[src/rtl/mips_pkg.sv]
// Shared types and constants for the Execute-stage multiply/divide unit.
package mips_pkg;

    localparam int MD_ITER = 32;

    typedef enum logic [1:0] {
        MULT  = 2'b00,
        MULTU = 2'b01,
        DIV   = 2'b10,
        DIVU  = 2'b11
    } mdop_t;

    typedef enum logic [1:0] {
        IDLE = 2'b00,
        RUN  = 2'b01,
        FIX  = 2'b10
    } mdstate_t;

endpackage

[src/rtl/muldiv_iter.sv]
// One iteration of shift-add multiply or restoring divide on a {hi,lo} accumulator.
module muldiv_iter #(
    parameter int WIDTH = 32
) (
    input  logic                 i_is_div,
    input  logic [2*WIDTH-1:0]   i_acc,
    input  logic [WIDTH-1:0]     i_opb,
    output logic [2*WIDTH-1:0]   o_acc
);

    logic [WIDTH:0] w_sum;
    logic [WIDTH:0] w_trial;

    always_comb begin
        w_sum   = {1'b0, i_acc[2*WIDTH-1:WIDTH]} + {1'b0, i_opb};
        // Shifted partial remainder is WIDTH+1 bits; top bit of the difference is the borrow.
        w_trial = i_acc[2*WIDTH-1:WIDTH-1] - {1'b0, i_opb};
        o_acc   = i_acc;
        if (i_is_div) begin
            if (w_trial[WIDTH]) begin
                o_acc = {i_acc[2*WIDTH-2:0], 1'b0};
            end else begin
                o_acc = {w_trial[WIDTH-1:0], i_acc[WIDTH-2:0], 1'b1};
            end
        end else if (i_acc[0]) begin
            o_acc = {w_sum, i_acc[WIDTH-1:1]};
        end else begin
            o_acc = {1'b0, i_acc[2*WIDTH-1:1]};
        end
    end

endmodule

[src/rtl/muldiv_hilo.sv]
// Iterative multiply/divide with HI/LO registers; 32 RUN cycles plus one FIX cycle.
module muldiv_hilo
    import mips_pkg::*;
#(
    parameter int WIDTH = MD_ITER
) (
    input  logic             clk,
    input  logic             reset,
    input  logic             startE,
    input  logic [1:0]       mdopE,
    input  logic             hienE,
    input  logic             loenE,
    input  logic             abortE,
    input  logic [WIDTH-1:0] srcaE,
    input  logic [WIDTH-1:0] srcbE,
    output logic             busyE,
    output logic [WIDTH-1:0] hiE,
    output logic [WIDTH-1:0] loE
);

    localparam int CW = $clog2(WIDTH);
    localparam logic [CW-1:0] LAST = CW'(WIDTH - 1);

    mdstate_t           r_state;
    logic               r_busy;
    logic [CW-1:0]      r_count;
    logic [2*WIDTH-1:0] r_acc;
    logic [WIDTH-1:0]   r_opb;
    logic               r_is_div;
    logic               r_neg_q;
    logic               r_neg_r;
    logic               r_div0;
    logic [WIDTH-1:0]   r_srca;
    logic [WIDTH-1:0]   r_hi;
    logic [WIDTH-1:0]   r_lo;

    mdop_t              w_op;
    logic               w_is_signed;
    logic               w_a_neg;
    logic               w_b_neg;
    logic [WIDTH-1:0]   w_a_mag;
    logic [WIDTH-1:0]   w_b_mag;
    logic [2*WIDTH-1:0] w_acc_next;
    logic [2*WIDTH-1:0] w_prod;
    logic [WIDTH-1:0]   w_quo;
    logic [WIDTH-1:0]   w_rem;
    logic [WIDTH-1:0]   w_fix_hi;
    logic [WIDTH-1:0]   w_fix_lo;

    always_comb begin
        w_op        = mdop_t'(mdopE);
        w_is_signed = (w_op == MULT) || (w_op == DIV);
        w_a_neg     = w_is_signed && srcaE[WIDTH-1];
        w_b_neg     = w_is_signed && srcbE[WIDTH-1];
        w_a_mag     = w_a_neg ? (-srcaE) : srcaE;
        w_b_mag     = w_b_neg ? (-srcbE) : srcbE;
    end

    muldiv_iter #(.WIDTH(WIDTH)) u_iter (
        .i_is_div (r_is_div),
        .i_acc    (r_acc),
        .i_opb    (r_opb),
        .o_acc    (w_acc_next)
    );

    // Divide-by-zero bypasses the sign fix so HI returns the untouched dividend.
    always_comb begin
        w_prod   = r_neg_q ? (-r_acc) : r_acc;
        w_quo    = r_neg_q ? (-r_acc[WIDTH-1:0]) : r_acc[WIDTH-1:0];
        w_rem    = r_neg_r ? (-r_acc[2*WIDTH-1:WIDTH]) : r_acc[2*WIDTH-1:WIDTH];
        w_fix_hi = w_prod[2*WIDTH-1:WIDTH];
        w_fix_lo = w_prod[WIDTH-1:0];
        if (r_is_div) begin
            w_fix_hi = r_div0 ? r_srca : w_rem;
            w_fix_lo = r_div0 ? '1 : w_quo;
        end
    end

    always_ff @(posedge clk) begin
        if (!reset) begin
            r_state  <= IDLE;
            r_busy   <= 1'b0;
            r_count  <= '0;
            r_acc    <= '0;
            r_opb    <= '0;
            r_is_div <= 1'b0;
            r_neg_q  <= 1'b0;
            r_neg_r  <= 1'b0;
            r_div0   <= 1'b0;
            r_srca   <= '0;
            r_hi     <= '0;
            r_lo     <= '0;
        end else begin
            case (r_state)
                IDLE: begin
                    if (startE) begin
                        r_state  <= RUN;
                        r_busy   <= 1'b1;
                        r_count  <= '0;
                        r_acc    <= {{WIDTH{1'b0}}, w_a_mag};
                        r_opb    <= w_b_mag;
                        r_is_div <= w_op[1];
                        r_neg_q  <= w_a_neg ^ w_b_neg;
                        r_neg_r  <= w_a_neg;
                        r_div0   <= (srcbE == '0);
                        r_srca   <= srcaE;
                    end else begin
                        if (hienE) r_hi <= srcaE;
                        if (loenE) r_lo <= srcaE;
                    end
                end
                RUN: begin
                    if (abortE) begin
                        r_state <= IDLE;
                        r_busy  <= 1'b0;
                    end else begin
                        r_acc   <= w_acc_next;
                        r_count <= r_count + 1'b1;
                        if (r_count == LAST) r_state <= FIX;
                    end
                end
                FIX: begin
                    r_state <= IDLE;
                    r_busy  <= 1'b0;
                    if (!abortE) begin
                        r_hi <= w_fix_hi;
                        r_lo <= w_fix_lo;
                    end
                end
                default: begin
                    r_state <= IDLE;
                    r_busy  <= 1'b0;
                end
            endcase
        end
    end

    assign busyE = r_busy;
    assign hiE   = r_hi;
    assign loE   = r_lo;

endmodule

[config.mk]
export PLATFORM = sky130hd
export DESIGN_NAME = muldiv_hilo
export DESIGN_NICKNAME = d
export VERILOG_FILES = /design/src/rtl/mips_pkg.sv /design/src/rtl/muldiv_iter.sv /design/src/rtl/muldiv_hilo.sv
export SDC_FILE = /design/constraint.sdc
export NUM_CORES = 1
export LEC_CHECK = 0
export ABC_AREA = 0
export CORE_UTILIZATION = 50
export CTS_CLUSTER_DIAMETER = 150
export DETAILED_ROUTE_END_ITERATION = 8
export HOLD_SLACK_MARGIN = 0.03
export PLACE_DENSITY_LB_ADDON = 0.05
export SETUP_SLACK_MARGIN = 0.02
export SYNTH_ARGS = -nofsm -noshare
export SYNTH_HDL_FRONTEND = slang
export SYNTH_SLANG_ARGS = --single-unit
[constraint.sdc]
create_clock -name clk -period 4.12 [get_ports clk]
set_clock_uncertainty 0.2 [all_clocks]
set_input_delay 0.618 -clock clk [delete_from_list [all_inputs] [get_ports clk]]
set_output_delay 0.618 -clock clk [all_outputs]
set_load 0.1 [all_outputs]
==> results of run 1 <==
==> per-stage QoR <==
| stage | worst slack (ns) | hold WS, ns |
|---|---|---|
| floorplan | 0.374 | 0.227 |
| global placement | -0.183 | 0.236 |
| detailed placement | -0.190 | 0.243 |
| CTS | 0.296 | 0.250 |
| global route | 0.0992 | 0.265 |
| finish | 0.229 | 0.246 |
==> cells in the final DEF (no fill, tap or decap), types with 16 or more instances in the layout <==
| cell type | n |
|---|---|
| sky130_fd_sc_hd__a211oi_1 | 61 |
| sky130_fd_sc_hd__a21o_1 | 24 |
| sky130_fd_sc_hd__a21oi_1 | 235 |
| sky130_fd_sc_hd__a311oi_1 | 16 |
| sky130_fd_sc_hd__a31oi_1 | 20 |
| sky130_fd_sc_hd__and3_1 | 19 |
| sky130_fd_sc_hd__buf_4 | 112 |
| sky130_fd_sc_hd__clkbuf_16 | 27 |
| sky130_fd_sc_hd__clkdlybuf4s50_1 | 135 |
| sky130_fd_sc_hd__dfxtp_1 | 200 |
| sky130_fd_sc_hd__ha_1 | 70 |
| sky130_fd_sc_hd__inv_1 | 77 |
| sky130_fd_sc_hd__mux2i_1 | 48 |
| sky130_fd_sc_hd__nand2_1 | 287 |
| sky130_fd_sc_hd__nand2b_1 | 20 |
| sky130_fd_sc_hd__nand3_1 | 59 |
| sky130_fd_sc_hd__nand4_1 | 29 |
| sky130_fd_sc_hd__nor2_1 | 159 |
| sky130_fd_sc_hd__nor2b_1 | 19 |
| sky130_fd_sc_hd__nor3_1 | 38 |
| sky130_fd_sc_hd__nor4_1 | 27 |
| sky130_fd_sc_hd__o211ai_1 | 59 |
| sky130_fd_sc_hd__o21ai_0 | 154 |
| sky130_fd_sc_hd__o221ai_1 | 23 |
| sky130_fd_sc_hd__o31ai_1 | 28 |
| sky130_fd_sc_hd__or3_1 | 19 |
| sky130_fd_sc_hd__or4_1 | 25 |
| sky130_fd_sc_hd__xnor2_1 | 113 |
| sky130_fd_sc_hd__xor2_1 | 74 |
==> metal layers <==
metal	vias up	global-route usage (%)	routed length (um)
met4	0	24.8	4620
met5	-	0	0
met1	8596	46.1	25500
met3	238	4.54	4950
li1	8454	-	-
met2	932	62.4	29600
==> power by group <==
part	internal (uW)	switching, uW	total, uW
Combinational	637	1180	1810
Sequential	2090	150	2240
Clock	1400	948	2350
Total	4130	2280	6410
==> sequential cells by signal, summed over array words and instances, names as in the netlist <==
signal / count
r_acc: 64
hiE: 32
loE: 32
r_opb: 32
r_srca: 32
r_count: 5
r_state: 2
busyE: 1
r_div0: 1
r_is_div: 1
r_neg_q: 1
r_neg_r: 1
==> how the worst max path moves through the flow <==
stage,startpoint,end,slack (ns),cells after the start
after floorplan,r_acc[32]$_SDFFE_PN0P_,r_acc[58]$_SDFFE_PN0P_,0.37,15
after global placement,srcaE[7],r_acc[28]$_SDFFE_PN0P_,-0.18,10
after detailed placement,srcaE[7],r_acc[28]$_SDFFE_PN0P_,-0.19,10
final,r_acc[3]$_SDFFE_PN0P_,hiE[29]$_SDFFE_PN0P_,0.23,9
after global routing,r_acc[3]$_SDFFE_PN0P_,hiE[29]$_SDFFE_PN0P_,0.1,9
after CTS,r_acc[3]$_SDFFE_PN0P_,hiE[29]$_SDFFE_PN0P_,0.30,9
==> layout make-up <==
| class | instances | area (um^2) | share of cell area, % |
|---|---|---|---|
| inverters | 79 | 299 | 1.53 |
| clock inverters | 10 | 115 | 0.590 |
| clock buffers | 35 | 756 | 3.88 |
| repair buffers | 251 | 2260 | 11.6 |
| well taps | 442 | 553 | 2.84 |
| multi-input cells | 1803 | 11400 | 58.6 |
| flip-flops and latches | 204 | 4090 | 21.0 |
==> critical path, delay by kind of cell, from the launching register on <==
kind             cells  cell delay (ns)
AND/OR/NAND/NOR      6             2.79
flip-flops           1             0.40
AO/OA/AOI/OAI        3             0.34
==> kinds of logic (layout without fill, tap and decap cells) <==
group	after synthesis	after routing	synth area share, %
mux	57	57	3.51
compound gates	738	738	28.6
xor+xnor	187	187	9.89
buf+inv	281	375	6.46
flops	204	204	24.7
simple gates	749	749	21.4
fa+ha+maj	72	72	5.53
==> metrics.txt, run 1 <==
source of the worst register-to-register timing path=r_acc[3]$_SDFFE_PN0P_; Crit Path Max Fanout=19; height of the chip=184 um; required time at the worst-slack endpoint=about 4.3 ns; distinct cell type count of the synthesized netlist=approximately 80; DRC violations left=0; fraction of post-synthesis cell area in the top cell type by area=24.7%; global-route wire length before repair=around 100000 um; worst max-slew margin expressed relative to the limit=25.3%; Synth warnings=0; CTS Sinks=204; capturing element type of the critical path=flip-flop; Setup Total Neg Slack=0 ns; total power divided by cell area=329 nW/um^2; Core Util, Final=approximately 60%; Detailed Route WL=64700 um; post-CTS setup-driven buffer insertion count=0; number of I/O pins=137; number of levels in the clock H-tree=1; final weighted congestion of routability-driven global placement=1.04; input/output buffers=136; Final ANT Viol Nets=0; Reg2Reg Setup Slack=around 0.23 ns; post-synthesis net count=2432; Placed Instance Area=18600 um^2; number of global-route vias before repair=17000; Post-Synthesis Cell Area=roughly 17000 um^2; Overflow after GRT=0; pin count of the biggest net entering global routing=109; critical path data arrival time=between 4 and 5 ns; post-route cell area=slightly below 20000 um^2; number of antenna violations at the first check in global routing=0; total placed cells including tap cells=2779; time the final worst path needs with I/O delays and setup=3.89 ns; mean routed wirelength per cell=approximately 23 um; Hold Crit Endpoint=loE[10]$_SDFFE_PN0P_; area delta synth->final=17.8%; half-perimeter wire length after detailed placement=between 40000 and 50000 um; overall routing resource usage=37.7%; total design power=6410 uW; Hold WC Path Type=flip-flop to flip-flop; Post-Synthesis Cells=2288; number of nets at the end of the flow=2509; async set or reset register ratio after synthesis=0%; post_cts resized=0; Post-synth EDFFs=0; Chip Width=184 um; final count of pins violating max slew=0; Worst IR Drop VDD=about 0.29 mV; number of iterations in the first detailed-routing pass=6; TritonCTS clock tree=done; share of final-layout standard cells stronger than drive strength 1=8.48%; final setup fails=0; filler cell count in the final layout=about 3200; setup repair after global routing missed its margin=no; leakage power figure=0.00730 uW; CTS Hold Buffers Added=0; Worst R2R End=hiE[29]$_SDFFE_PN0P_; initial core utilization=50.9%; Worst path slowest cell=sky130_fd_sc_hd__or3_1; fmax=0.257 GHz; total number of vias=18200; dominant cell by count in the synthesized netlist=sky130_fd_sc_hd__nand2_1; run status=complete, no violations; post-synthesis sequential area ratio=24.7%; CTS Root Cell=sky130_fd_sc_hd__clkbuf_16; crit path cell chain=or4_4 > or4_4 > or3_1 > or3_1 > or2_1 > nor4_1 > a31oi_1 > o211ai_1 > a31oi_1; number of synthesized register bits=204; clock latency on the worst-skew pair=around 0.55 ns; highest cell delay on the worst timing path=0.69 ns; Final period util=roughly 94%; Startpoint Class=flip-flop; number of violations reported at the end of detailed-routing iteration 0=1584; max capacitance violation total=0; most area-hungry cell type in the Yosys netlist=sky130_fd_sc_hd__dfxtp_1; Clock transition at path regs=0.06 ns; number of cells traversed by the worst register-to-register path=9; Antenna Diode Count=0; core area=32500 um^2; top post-synthesis cells by count=287 x sky130_fd_sc_hd__nand2_1, 235 x sky130_fd_sc_hd__a21oi_1, 204 x sky130_fd_sc_hd__dfxtp_1; number of cells on the worst hold path=2; number of clock buffers inserted by TritonCTS=26; Cell Count, Final, Fillers Out=2824; average cell area after synthesis=7.24 um^2; Hold Startpoint=loE[10]$_SDFFE_PN0P_; ys flop type=sky130_fd_sc_hd__dfxtp_1; die outline area=33800 um^2; Max Root-Sink Buffers=3; count of endpoints failing hold in the final timing report=0; row cnt=66; via-per-instance ratio=6.45; category of the critical setup timing path=flip-flop to flip-flop; Area contributors post-synth=sky130_fd_sc_hd__dfxtp_1 25%, sky130_fd_sc_hd__a21oi_1 7.1%, sky130_fd_sc_hd__nand2_1 6.5%; worst-margin pin slew=1.12 ns
Note: power is estimated with default switching activity, not from simulation.
==> run 2, diff against run 1 <==
--- a/config.mk
+++ b/config.mk
@@ -6,6 +6,7 @@
 export NUM_CORES = 1
 export LEC_CHECK = 0
 export ABC_AREA = 0
+export ABC_CLOCK_PERIOD_IN_PS = 4120
 export CORE_UTILIZATION = 50
 export CTS_CLUSTER_DIAMETER = 150
 export DETAILED_ROUTE_END_ITERATION = 8
==> results of run 2 <==
The final DEF is identical to that of run 1; final timing and power are the same.
